[config.mk]
export PLATFORM = sky130hd
export DESIGN_NAME = controle_pc
export DESIGN_NICKNAME = d
export VERILOG_FILES = /design/src/rtl/controle_pc.sv
export SDC_FILE = /design/constraint.sdc
export NUM_CORES = 1
export LEC_CHECK = 0
export ABC_AREA = 1
export BUFFER_PORTS_ARGS = -buffer_cell sky130_fd_sc_hd__buf_2
export CAP_MARGIN = 20
export CORE_AREA = 4 4 74 83
export CTS_CLUSTER_SIZE = 8
export DETAILED_ROUTE_END_ITERATION = 10
export DIE_AREA = 0 0 78 87
export HOLD_SLACK_MARGIN = 0.12
export SYNTH_ARGS = -nofsm -noshare
export SYNTH_HDL_FRONTEND = slang
export SYNTH_SLANG_ARGS = --single-unit
[constraint.sdc]
create_clock -name clock -period 1.7 [get_ports clock]
set_input_delay 0.34 -clock clock [delete_from_list [all_inputs] [get_ports clock]]
set_output_delay 0.34 -clock clock [all_outputs]
set_load 0.01 [all_outputs]
[src/rtl/controle_pc.sv]
// Program-counter sequencing controller: fetch wait, execute, I/O wait and halt.
// Define CONTROLE_PC_CONTADOR_EN to add the numInstr retired-instruction counter port.
module controle_pc #(
  parameter int unsigned LAT_MEM    = 2,
  parameter logic [25:0] PC_INICIAL = 26'd0
) (
  input  logic        clock,
  input  logic        reset,
  input  logic [5:0]  opcode,
  input  logic [25:0] pcProx,
  input  logic        ioAck,
  output logic [25:0] pc,
  output logic [1:0]  addOp,
  output logic        ioReq,
  output logic        halt
`ifdef CONTROLE_PC_CONTADOR_EN
  ,
  output logic [31:0] numInstr
`endif
);

  localparam logic [1:0] BUSCA     = 2'd0;
  localparam logic [1:0] EXECUTA   = 2'd1;
  localparam logic [1:0] ESPERA_IO = 2'd2;
  localparam logic [1:0] PARADO    = 2'd3;

  localparam logic [1:0] ADD_HOLD  = 2'b00;
  localparam logic [1:0] ADD_INC   = 2'b01;
  localparam logic [1:0] ADD_COND  = 2'b10;
  localparam logic [1:0] ADD_JUMP  = 2'b11;

  localparam logic [5:0] OP_BEQ  = 6'b010111;
  localparam logic [5:0] OP_BNE  = 6'b011000;
  localparam logic [5:0] OP_BLT  = 6'b011001;
  localparam logic [5:0] OP_BLET = 6'b011010;
  localparam logic [5:0] OP_BGT  = 6'b011011;
  localparam logic [5:0] OP_BGET = 6'b011100;
  localparam logic [5:0] OP_J    = 6'b011101;
  localparam logic [5:0] OP_JAL  = 6'b011110;
  localparam logic [5:0] OP_JR   = 6'b011111;
  localparam logic [5:0] OP_IN   = 6'b100000;
  localparam logic [5:0] OP_OUT  = 6'b100001;
  localparam logic [5:0] OP_HLT  = 6'b111111;

  localparam logic [3:0] CNT_INICIAL = 4'(LAT_MEM - 1);

  logic [1:0]  state_q, state_d;
  logic [3:0]  cnt_q, cnt_d;
  logic [25:0] pc_q, pc_d;
  logic        retire;

  // Next state and adder operation; addOp must settle within the cycle for the adder.
  always_comb begin
    state_d = state_q;
    cnt_d   = CNT_INICIAL;
    addOp   = ADD_HOLD;
    case (state_q)
      BUSCA: begin
        if (cnt_q == 4'd0) begin
          state_d = EXECUTA;
        end else begin
          cnt_d = cnt_q - 4'd1;
        end
      end
      EXECUTA: begin
        state_d = BUSCA;
        case (opcode)
          OP_BEQ, OP_BNE, OP_BLT, OP_BLET, OP_BGT, OP_BGET,
          OP_JAL, OP_JR: addOp = ADD_COND;
          OP_J:          addOp = ADD_JUMP;
          OP_IN, OP_OUT: state_d = ESPERA_IO;
          OP_HLT:        state_d = PARADO;
          default:       addOp = ADD_INC;
        endcase
      end
      ESPERA_IO: begin
        if (ioAck) begin
          addOp   = ADD_INC;
          state_d = BUSCA;
        end
      end
      default: state_d = PARADO;
    endcase
  end

  assign retire = (addOp != ADD_HOLD);
  assign pc_d   = retire ? pcProx : pc_q;

  always_ff @(posedge clock or negedge reset) begin
    if (!reset) begin
      state_q <= BUSCA;
      cnt_q   <= CNT_INICIAL;
      pc_q    <= PC_INICIAL;
    end else begin
      state_q <= state_d;
      cnt_q   <= cnt_d;
      pc_q    <= pc_d;
    end
  end

  assign pc    = pc_q;
  assign ioReq = (state_q == ESPERA_IO);
  assign halt  = (state_q == PARADO);

`ifdef CONTROLE_PC_CONTADOR_EN
  logic [31:0] numInstr_q;

  // PARADO never retires, so the count freezes there without extra gating.
  always_ff @(posedge clock or negedge reset) begin
    if (!reset) begin
      numInstr_q <= 32'd0;
    end else if (retire) begin
      numInstr_q <= numInstr_q + 32'd1;
    end
  end

  assign numInstr = numInstr_q;
`endif

endmodule

==> results.md <==
Status:
- The flow ran to the end, but the final reports show violations.
- The checks that failed: setup timing.

Floorplan:
- The area of the placeable core is 5290 sq um.
- The die footprint is 6790 sq um.
- The die outline width is 78 um.
- For this configuration, the core starts out at a cell density of 29.3%.
- The top-level port count is 65.
- The height of the die is 87 um.
- In this run the core area contains 28 standard-cell rows.

Routing:
- Detailed routing inserted a total of 1493 vias.
- The first routing iteration left 77 violations.
- The routed length per placed instance is 13.8 um.
- Once detail routing completed, the nets flagged for antenna violations numbered 0.
- The post-detailed-route via-to-cell ratio is 4.47.
- The first-pass iteration count of the detailed router is 3.
- Summed over all layers, the routed wires come to 4600 um.
- The DRC violation count after routing is 0.

Layout:
- The number of antenna diodes in the final layout is 0.
- Fill cells in the final layout number 541.
- The number of nets in the finished design is 298.
- The proportion of layout cells with a drive suffix above 1 is 40.9%.
- The signed area change from the synthesized netlist to the final layout is 44.5%.

Worst setup path:
- Of all nets on the critical path, the largest fanout is 3.
- Data arrives at the worst endpoint at 1.44 ns.
- The critical path in this run is classified as reg2out.
- STA classifies the critical path startpoint as a flip-flop.
- The origin of the critical flop-to-flop path is state_q[1].
- In this run the worst setup path begins at state_q[1].
- The endpoint kind of the worst setup timing path is an output port.
- STA puts the critical path data required time at 1.36 ns.

Logic synthesis:
- In the synthesized netlist the dominant register cell turns out to be dfrtp_1.
- Synthesis produced a netlist with a net count of 216.
- The number of flip-flops and latches in the synthesized netlist is 32.
- Counting every instance in the synthesized netlist gives 176.
- Synthesis instantiated 23 different standard cells from the library.
- After synthesis the cells add up to 1550 sq um.
- The synthesized design contains 0 enable-type register cells.
- The async set-or-reset flop fraction in the synthesized netlist is 100%.
- The cell taking the most area after synthesis is dfrtp_1.
- The average instance in the mapped netlist occupies 8.80 sq um.
- The total of warnings raised by yosys is 0.
- Yosys instantiated no cell more often than nand2_1.
- By count the netlist is led by 64 x nand2_1, 31 x dfrtp_1, 27 x nand4_1.
- The share of the yosys chip area belonging to registers is 51.8%.
- By area the synthesized netlist is led by dfrtp_1 50%, nand2_1 16%, nand4_1 11%.
- Summed over its instances, the top area cell type makes up 50.1% of the synthesized netlist area.

STA:
- Counting I/O delays and the setup requirement, the final critical path takes 1.78 ns.
- Setup violations remaining at the end of the flow were counted as 1.
- The worst clock skew is 0.00301 ns.
- The max-slew violation count was 0.
- Headroom to the max-slew limit came out at 71.4%.
- The final-report hold violation count is 0.
- After layout, the worst setup slack is -0.0758 ns.
- Setup repair after global routing could not meet its margin everywhere.
- After layout, the worst path uses 104% of the clock period.
- The top achievable clock speed is 0.563 GHz.
- The actual slew at the worst max-slew pin is 0.429 ns.
- The post-route worst hold slack is 0.256 ns.

Power and ir drop:
- Dividing total power by cell area gives a power density of 1880 nW/um^2.
- The post-route total power is 4200 uW.
- VDD sags by at most 735 uV.
- The analysis attributes to cell leakage a power of 0.00124 uW.

CTS:
- The clock-pin slew on the worst setup and hold paths is 0.06 ns.
- The maximum count of clock buffers along a single path is 2.
- The clock insertion delay at the later pin of the skew report is 0.27 ns.
- TritonCTS built the clock tree.
- The H-tree generated during clock tree synthesis spans 2 levels.
- In this run the clock root is driven by a clkbuf_8.
- The number of clock buffers added by TritonCTS is 5.
- The total clock sinks is 32.

Hold path:
- The critical hold path startpoint is pcProx[15].
- The path category of the worst min-delay check is in2reg.

Global routing:
- The overall fraction of global-route tracks in use is 12.9%.
- The first global-routing pass estimated 6940 um of wire.
- After global routing the overflow that remains totals 0.
- The largest net degree at the start of global routing is 27.
- The number of global-route vias before repair is 1501.
- The initial antenna violation count is 0.

Placed design:
- Routability-driven placement finished with a final weighted congestion of 0.752.
- Timing analysis after detailed placement gives a worst setup slack of 0.0507 ns.
- The wire-length estimate of the detail-placed layout is 3020 um.
- The count of port buffers added during placement is 64.

Job:
- The tool flagged a number of max-cap violations equal to 0.
-- report_power, final --
group,switching [uW],total (uW),internal (uW)
clock network,260,590,330
logic,1330,2300,968
registers,177,1310,1140
-- cells in the final DEF, fill, tap and decap left out, types with 6 or more instances in the layout --
cell type,synthesis,layout
inv_1,12,8
dfrtp_1,31,31
buf_4,0,14
nand4_1,27,27
buf_2,4,62
nand2_1,64,62
clkbuf_8,0,6
nor2_1,8,8
-- state kept, by name, summed over array words and instances, names as in the netlist --
name / cells
cnt_q: 4
pc: 26
state_q: 2
-- through the flow --
stage / area [sq um] / std cells / setup TNS [ns] / util [%]
floorplan: 1550 / 176 / 0 / -
global placement: 1970 / 315 / 0 / 37.3
detailed placement: 1970 / 315 / 0 / 37.3
CTS: 2120 / 327 / -0.0586 / 40.0
global route: 2240 / 334 / -0.839 / 42.3
finish: 2240 / 334 / -0.0758 / 42.3
-- per-layer routing --
layer | track usage, % | part of all wire (%)
met4 | 5.25 | 1.5
met5 | 0 | 0
met1 | 16.0 | 45
met3 | 3.21 | 4.8
met2 | 21.7 | 49
-- path summary, 6_finish.rpt --
check	end	slack, ns	cells after the start
max reg2reg	pc[7]	0.03	9
min reg2reg	pc[2]	0.53	2
max in group asynchronous	pc[11]	0.60	3
max	addOp[0]	-0.08	6
min	pc[15]	0.26	3
min in group asynchronous	state_q[0]	0.55	2
-- worst max-delay path, cell delays in order (launching register included) --
cell and delay [ns]:
dfrtp_1 0.41, inv_2 0.12, ha_4 0.23, buf_4 0.14
nand3_4 0.09, nand2_2 0.05, buf_6 0.11
-- logic make-up after synthesis --
logic type / count (synthesis) / share of synthesized area, %
AND/OR/NAND/NOR: 112 / 35.5
adder cells (fa/ha/maj): 5 / 4.04
flip-flops: 32 / 51.8
buffers and inverters: 21 / 6.38
AO/OA/AOI/OAI: 6 / 2.26
-- what timing repair did --
item	CTS	global route
gates cloned	0	2
resized for setup	5	14
buffers inserted	3	5
hold buffers	1	0
pin swaps	2	2
hold endpoints to repair	16	0
setup endpoints to repair	2	30
-- cell type report --
type	instances	area, sq um	area share (%)
Inverter	13	51.3	2.29
Timing Repair Buffer	81	470	21.0
Multi-Input combinational cell	125	731	32.6
Sequential cell	32	802	35.8
Clock buffer	8	90.1	4.02
Tap cell	75	93.8	4.19
No activity file was read; power rests on OpenSTA's default activity.
